==> src/rtl/div_issue_ctrl.sv <==
// -----------------------------------------------------------------------------
// div_issue_ctrl
//
// Sequencer between the EX stage and the radix-4 iterative divider.
// It accepts one DIV/DIVU request at a time and registers the operands. It
// pulses dv_div for one cycle and waits for dv_complete. It then holds the
// quotient and remainder as LO/HI on a valid/ready response port until they
// are taken. A pipeline flush kills any in-flight or pending divide. A
// watchdog cancels a divide that never completes and returns an error result.
//
// Optional build macro: DIV_ZERO_BYPASS_EN
//   When this macro is defined, a zero divisor is never sent to the divider.
//   The result LO=all-ones, HI=dividend is produced directly, and resp_valid
//   rises two cycles after accept.
//
// Parameters:
//   TAG_W    width of the opaque request tag echoed on the response
//   MAX_LAT  WAIT cycles allowed without dv_complete before the watchdog fires
//
// Ports:
//   div_clk, resetn          clock, asynchronous active-low reset
//   req_valid/req_ready      request handshake (ready only in IDLE)
//   req_signed, req_x,
//   req_y, req_tag           request payload (1=DIV, dividend, divisor, tag)
//   flush                    kills any in-flight or pending divide
//   dv_div                   one-cycle start pulse to the divider
//   dv_signed, dv_x, dv_y    registered operands to the divider
//   dv_cancel                one-cycle cancel to the divider
//   dv_s, dv_r, dv_complete  divider quotient, remainder, done strobe
//   resp_valid/resp_ready    response handshake
//   resp_lo, resp_hi,
//   resp_tag, resp_err       quotient, remainder, tag, watchdog-error flag
// -----------------------------------------------------------------------------
module div_issue_ctrl #(
    parameter int TAG_W   = 4,
    parameter int MAX_LAT = 32
) (
    input  logic             div_clk,
    input  logic             resetn,
    input  logic             req_valid,
    output logic             req_ready,
    input  logic             req_signed,
    input  logic [31:0]      req_x,
    input  logic [31:0]      req_y,
    input  logic [TAG_W-1:0] req_tag,
    input  logic             flush,
    output logic             dv_div,
    output logic             dv_signed,
    output logic [31:0]      dv_x,
    output logic [31:0]      dv_y,
    output logic             dv_cancel,
    input  logic [31:0]      dv_s,
    input  logic [31:0]      dv_r,
    input  logic             dv_complete,
    output logic             resp_valid,
    input  logic             resp_ready,
    output logic [31:0]      resp_lo,
    output logic [31:0]      resp_hi,
    output logic [TAG_W-1:0] resp_tag,
    output logic             resp_err
);

    localparam int              WD_W    = $clog2(MAX_LAT);
    localparam logic [WD_W-1:0] WD_LAST = WD_W'(MAX_LAT - 1);

    typedef enum logic [1:0] {
        IDLE  = 2'd0,
        ISSUE = 2'd1,
        WAIT  = 2'd2,
        DONE  = 2'd3
    } state_t;

    state_t           state, state_nxt;

    logic             signed_q;
    logic [31:0]      x_q;
    logic [31:0]      y_q;
    logic [TAG_W-1:0] tag_q;
    logic [31:0]      lo_q;
    logic [31:0]      hi_q;
    logic             err_q;
    logic [WD_W-1:0]  wd_q;

    // Register-update strobes decoded by the FSM
    logic accept;
    logic cap_div;
    logic cap_wd;
    logic cap_zero;
    logic wd_clr;
    logic wd_inc;

    // State register
    always_ff @(posedge div_clk or negedge resetn) begin
        if (!resetn) begin
            state <= IDLE;
        end else begin
            state <= state_nxt;
        end
    end

    // Next-state and handshake outputs
    always_comb begin
        state_nxt  = state;
        req_ready  = 1'b0;
        dv_div     = 1'b0;
        dv_cancel  = 1'b0;
        resp_valid = 1'b0;
        accept     = 1'b0;
        cap_div    = 1'b0;
        cap_wd     = 1'b0;
        cap_zero   = 1'b0;
        wd_clr     = 1'b0;
        wd_inc     = 1'b0;

        case (state)
            IDLE: begin
                req_ready = !flush;
                if (req_valid && !flush) begin
                    accept    = 1'b1;
                    state_nxt = ISSUE;
                end
            end

            ISSUE: begin
                wd_clr = 1'b1;
                if (flush) begin
                    state_nxt = IDLE;
                end else begin
`ifdef DIV_ZERO_BYPASS_EN
                    if (y_q == 32'd0) begin
                        cap_zero  = 1'b1;
                        state_nxt = DONE;
                    end else begin
                        dv_div    = 1'b1;
                        state_nxt = WAIT;
                    end
`else
                    dv_div    = 1'b1;
                    state_nxt = WAIT;
`endif
                end
            end

            WAIT: begin
                wd_inc = 1'b1;
                // Flush wins over a same-cycle complete; the divider is told
                // to drop its work so a later complete cannot leak through.
                if (flush) begin
                    dv_cancel = 1'b1;
                    state_nxt = IDLE;
                end else if (dv_complete) begin
                    cap_div   = 1'b1;
                    state_nxt = DONE;
                end else if (wd_q == WD_LAST) begin
                    dv_cancel = 1'b1;
                    cap_wd    = 1'b1;
                    state_nxt = DONE;
                end
            end

            DONE: begin
                resp_valid = !flush;
                if (flush || resp_ready) begin
                    state_nxt = IDLE;
                end
            end

            default: begin
                state_nxt = IDLE;
            end
        endcase
    end

    // Operand, tag and result registers
    always_ff @(posedge div_clk or negedge resetn) begin
        if (!resetn) begin
            signed_q <= 1'b0;
            x_q      <= '0;
            y_q      <= '0;
            tag_q    <= '0;
            lo_q     <= '0;
            hi_q     <= '0;
            err_q    <= 1'b0;
        end else begin
            if (accept) begin
                signed_q <= req_signed;
                x_q      <= req_x;
                y_q      <= req_y;
                tag_q    <= req_tag;
            end
            if (cap_div) begin
                lo_q  <= dv_s;
                hi_q  <= dv_r;
                err_q <= 1'b0;
            end else if (cap_wd) begin
                lo_q  <= '0;
                hi_q  <= '0;
                err_q <= 1'b1;
            end else if (cap_zero) begin
                lo_q  <= 32'hFFFF_FFFF;
                hi_q  <= x_q;
                err_q <= 1'b0;
            end
        end
    end

    // Watchdog: cleared in ISSUE, so the first WAIT cycle sees zero
    always_ff @(posedge div_clk or negedge resetn) begin
        if (!resetn) begin
            wd_q <= '0;
        end else if (wd_clr) begin
            wd_q <= '0;
        end else if (wd_inc) begin
            wd_q <= wd_q + WD_W'(1);
        end
    end

    assign dv_signed = signed_q;
    assign dv_x      = x_q;
    assign dv_y      = y_q;
    assign resp_lo   = lo_q;
    assign resp_hi   = hi_q;
    assign resp_tag  = tag_q;
    assign resp_err  = err_q;

endmodule

==> config.mk <==
export PLATFORM = sky130hd
export DESIGN_NAME = div_issue_ctrl
export DESIGN_NICKNAME = d
export VERILOG_FILES = /design/src/rtl/div_issue_ctrl.sv
export SDC_FILE = /design/constraint.sdc
export NUM_CORES = 1
export LEC_CHECK = 0
export CAP_MARGIN = 0
export CORE_ASPECT_RATIO = 1.1
export CORE_MARGIN = 1
export CORE_UTILIZATION = 40
export DETAILED_ROUTE_END_ITERATION = 16
export GPL_TIMING_DRIVEN = 0
export HOLD_SLACK_MARGIN = 0.15
export MAX_ROUTING_LAYER = met4
export PLACE_DENSITY_LB_ADDON = 0.3
export SKIP_LAST_GASP = 1
export SLEW_MARGIN = 20
export SYNTH_ARGS = -nofsm -noshare
export SYNTH_HDL_FRONTEND = slang
export SYNTH_SLANG_ARGS = --single-unit
==> constraint.sdc <==
create_clock -name div_clk -period 2.05 [get_ports div_clk]
set_input_delay 0.3075 -clock div_clk [delete_from_list [all_inputs] [get_ports div_clk]]
set_output_delay 0.3075 -clock div_clk [all_outputs]
set_load 0.05 [all_outputs]
* Word-level counts from Yosys, hierarchy flattened *
Cells that the tools add are included.

word-level totals
  output and inout bits = 138
  word-level logic and storage cells = 55
  input port bits = 139
  bits in registers = 141

operators by class
  reduce and logical (&&, ||, !) cells = 7
  add/sub/neg operators = 1
  equality and inequality tests = 7
  multiplexer cells = 31

operator list
  cell                 count
  $mux 32              3
  $mux 1               19
  $mux 2               6
  $mux 5               2
  $pmux 2 s4           1
  $add 5x1->5 const B  1
  $eq 5x5->1 const B   1
  $eq 2x2->1 const B   2
  $ne 2x2->1 const B   2
  $ne 4x4->1 const B   1
  $reduce_bool 2->1    2
  $reduce_and 3->1     1
  $eq 2x1->1 const B   1
  $logic_not 2->1      1
  $logic_and 1x1->1    1
  $logic_not 1->1      1
  $logic_or 1x1->1     1

* Logic depth before layout (Yosys ltp) *
  depth after elaboration = 7
  gate-level depth with buffers = 7
  depth with buffers taken out = 6

* Least setup slack after synthesis *
Ideal clock, no wire load.

  kind = reg2reg
  start point = reg wd_q[0]
  end point = reg hi_q[12] (netlist: resp_hi[12])
  required time = 1.983 ns
  arrival time = 1.713 ns
  path buffers = 1
  setup time = 0.067 ns
  path slack = 0.270 ns
  stages on the path, launching flop included = 7
  clock period less this slack = 1.780 ns
  path through = dfrtp_1 ha_1 and3_1 ha_1 o21ai_2 clkbuf_8 a22o_1

on the way
  cells in the longest elaborated chain, start to end = 6

ends and longest elaborated chain
  what                         RTL line  RTL
  start, declared              82        logic [WD_W-1:0] wd_q;
  start signal, assigned       214       wd_q <= wd_q + WD_W'(1);
  $eq 5x5->1                   154       end else if (wd_q == WD_LAST) begin
  $mux 1                       154
  $mux 1                       151       end else if (dv_complete) begin
  $mux 1                       148       if (flush) begin
  $mux 1                       115       case (state)
  $reduce_bool 2->1 (no line)  --
  end signal, assigned         193       hi_q <= dv_r;
  end signal, assigned         201       hi_q <= x_q;
  end, declared                80        logic [31:0] hi_q;

No other way between the ends.
A chain may end at the register's enable or synchronous reset.

* Worst setup path after layout *
  start point = reg wd_q[1]
  end point = out dv_cancel

on the way
  cells in the longest elaborated chain, start to end = 5

ends and longest elaborated chain
  what           RTL line  RTL
  $eq 5x5->1     154
  $mux 1         154
  $mux 1         151
  $mux 1         148
  $mux 1         115
  end, declared  51        output logic dv_cancel,

No other way between the ends.

==> impl_metrics.tcl <==
set metrics [dict create \
    status "complete, but fails checks" \
    violations "negative setup slack" \
    critPathTopFamily "flip-flops" \
    max_cap_viol_count 0 \
    die_y_microns 125 \
    layout_setup_ws_ns -0.0827 \
    clock_sinks 141 \
    clock-skew-final_ns 0.00548 \
    synthTopCellsByArea "dfrtp_1 (64%), mux2_2 (12%), a22o_1 (10%)" \
    ant_nets 0 \
    drive_gt1_share_pct 19.9 \
    crit_path_end_kind "primary output" \
    grt-ovfl-total 0 \
    syn-num-nets 489 \
    post_drt_wl_per_cell_microns 18.0 \
    insertedDiodeCount 0 \
    drt-vias-per-instance 4.94 \
    totalWireLength_mm 15.0 \
    hold_path_class "in2async" \
    track_usage_pct 22.5 \
    slew_headroom_pct 57.1 \
    place_hpwl_mm 11.3 \
    synth_edf_count 0 \
    synth.cell_area_sq_um 5480 \
    dieArea_sq_um 14200 \
    async_flop_share_pct 100 \
    start_util_pct 41.3 \
    drt_pass1_iterations 4 \
    power_mw 16.8 \
    synth_top_area_cell "dfrtp_1" \
    r2r_setup_slack_ns 0.04 \
    synth_seq_cells 141 \
    setup_violations 1 \
    yosys-top-cells-count "dfrtp_1 (141), a22o_1 (65), mux2_2 (59)" \
    cts_buffers 17 \
    finalNetCount 787 \
    critical_path.max_stage_delay_ns 0.40 \
    path_clk_slew_ns 0.05 \
    path_buf_inv 1 \
    yosys_most_used_dff "dfrtp_1" \
    die_w_microns 114 \
    pin_count 277 \
    timing.final.crit_period_ns 2.13 \
    clkLatencyLatePin_ns 0.41 \
    fmax_mhz 469 \
    fill_cells 931 \
    cts_max_level 4 \
    rsz0062_at_grt "yes" \
    synth.yosys.seq_area_share_pct 64.4 \
    cts-root-buf "clkbuf_16" \
    regArea_sq_um 3530 \
    cp_slowest_cell "dfrtp_1" \
    cts_tree "done" \
    p_leak_nw 3.94 \
    fin_crit_sh_pct 104 \
    syn_to_final_growth_pct 64.9 \
    p_per_area_nw_per_um2 1860 \
    grt_pass1_wl_mm 23.4 \
    critical_path_required_ns 1.74 \
    gp_congestion 0.813 \
    drv_slew 0 \
    syn_inst 343 \
    drt_iter0_drc 114 \
    grt_pass1_vias 4412 \
    avgSynthCellArea_sq_um 16.0 \
    core_sq_um 13300 \
    rows 44 \
    antenna_found_initial 0 \
    crit_chain "ha_2 > and3_4 > ha_4 > nor2b_4 > o21a_1 > buf_6" \
    final_hold_viol_count 0 \
    multi_input_area_sq_um 1750 \
    vias 4119 \
    crit_fanout 4 \
    clk_path_buf_depth 2 \
    synth_top_area_share_pct 64.4 \
    yosysMostFrequentCell "dfrtp_1" \
    yosys_warnings 0 \
    arrival_ns 1.83 \
    numPortBuffers 276 \
    ir_worst_vdd_uv 967 \
    grt_max_degree 94 \
    tns_ns -0.0827 \
    cp-start-kind "register" \
    worstMarginPinSlew_ns 0.644 \
    crit_type "reg2out" \
    synth_cell_types 33 \
    drc_errors 0 \
]
==> flip-flops by register name, summed over array words and instances, names as in the netlist <==
| register | cells |
|---|---|
| state | 2 |
| resp_err | 1 |
| dv_signed | 1 |
| wd_q | 5 |
| dv_x | 32 |
| resp_hi | 32 |
| dv_y | 32 |
| resp_tag | 4 |
| resp_lo | 32 |
==> power by group <==
group | switching (mW) | internal (mW) | total (mW)
logic | 5.87 | 3.55 | 9.43
registers | 0.683 | 4.06 | 4.74
clock network | 1.05 | 1.60 | 2.65
total | 7.60 | 9.21 | 16.8
==> repair_timing <==
action | in CTS | in global routing
pin swaps | 0 | 1
setup buffers | 0 | 1
hold buffers | 1 | 0
endpoints found under the hold margin | 48 | 0
resized for setup | 17 | 11
endpoints found under the setup margin | 64 | 66
==> stage by stage <==
stage               cells  utilization (%)  setup WS (ns)  area (sq um)  hold WS [ns]
floorplan             343                -          0.270          5480        0.0119
finish                833             68.1        -0.0827          9040         0.384
detailed placement    804             64.1         -0.326          8510         0.233
CTS                   832             67.8         -0.270          9000         0.381
global route          833             68.1         -0.162          9040         0.400
global placement      803             63.9          -4.71          8480         0.482
==> worst paths after layout <==
| kind | cells past startpoint | end | start |
|---|---|---|---|
| worst max-delay path | 6 | dv_cancel | wd_q[1] |
| worst min register to register | 1 | resp_lo[16] | resp_lo[16] |
| max in group asynchronous | 3 | wd_q[2] | resetn |
| min in group div_clk | 2 | resp_lo[25] | dv_s[25] |
| worst min-delay path | 2 | resp_hi[20] | resetn |
| worst max register to register | 6 | resp_lo[0] | wd_q[1] |
==> placed cells by master (no fill, tap or decap), types with 3 or more instances in the layout <==
| cell type | count |
|---|---|
| a22o_1 | 65 |
| buf_2 | 3 |
| buf_4 | 6 |
| buf_6 | 10 |
| clkbuf_1 | 5 |
| clkbuf_16 | 17 |
| clkbuf_8 | 7 |
| clkdlybuf4s50_1 | 271 |
| clkinv_2 | 3 |
| dfrtp_1 | 141 |
| ha_1 | 3 |
| ha_2 | 3 |
| inv_1 | 5 |
| mux2_2 | 59 |
| mux2_4 | 10 |
| nand2b_1 | 3 |
| nor2_1 | 4 |
| o21ai_0 | 4 |
==> cell families (layout without fill, tap and decap cells) <==
family,Yosys count,count (layout),synth area share [%]
and+or+nand+nor,21,21,2.60
AOI/OAI and AO/OA,77,77,11.8
adders and majority gates,7,7,1.60
muxes,71,71,15.2
buffers and inverters,26,332,4.40
DFF,141,141,64.4
==> layout make-up <==
cell class	count	area share (%)
sequential	141	39.0
timing repair buffer	279	31.0
multi-input combinational	176	19.3
clock buffer	24	5.33
tap	184	2.55
buffer	21	2.46
inverter	5	0.208
clock inverter	3	0.166
==> layer usage <==
layer | GRT usage (%) | wire (microns) | vias to the layer above
met4 | 11.2 | 459 | 0
met5 | - | 0 | -
li1 | - | - | 1848
met1 | 25.0 | 5920 | 2082
met2 | 37.4 | 7820 | 158
met3 | 5.69 | 798 | 31
No activity file was read; power rests on OpenSTA's default activity.
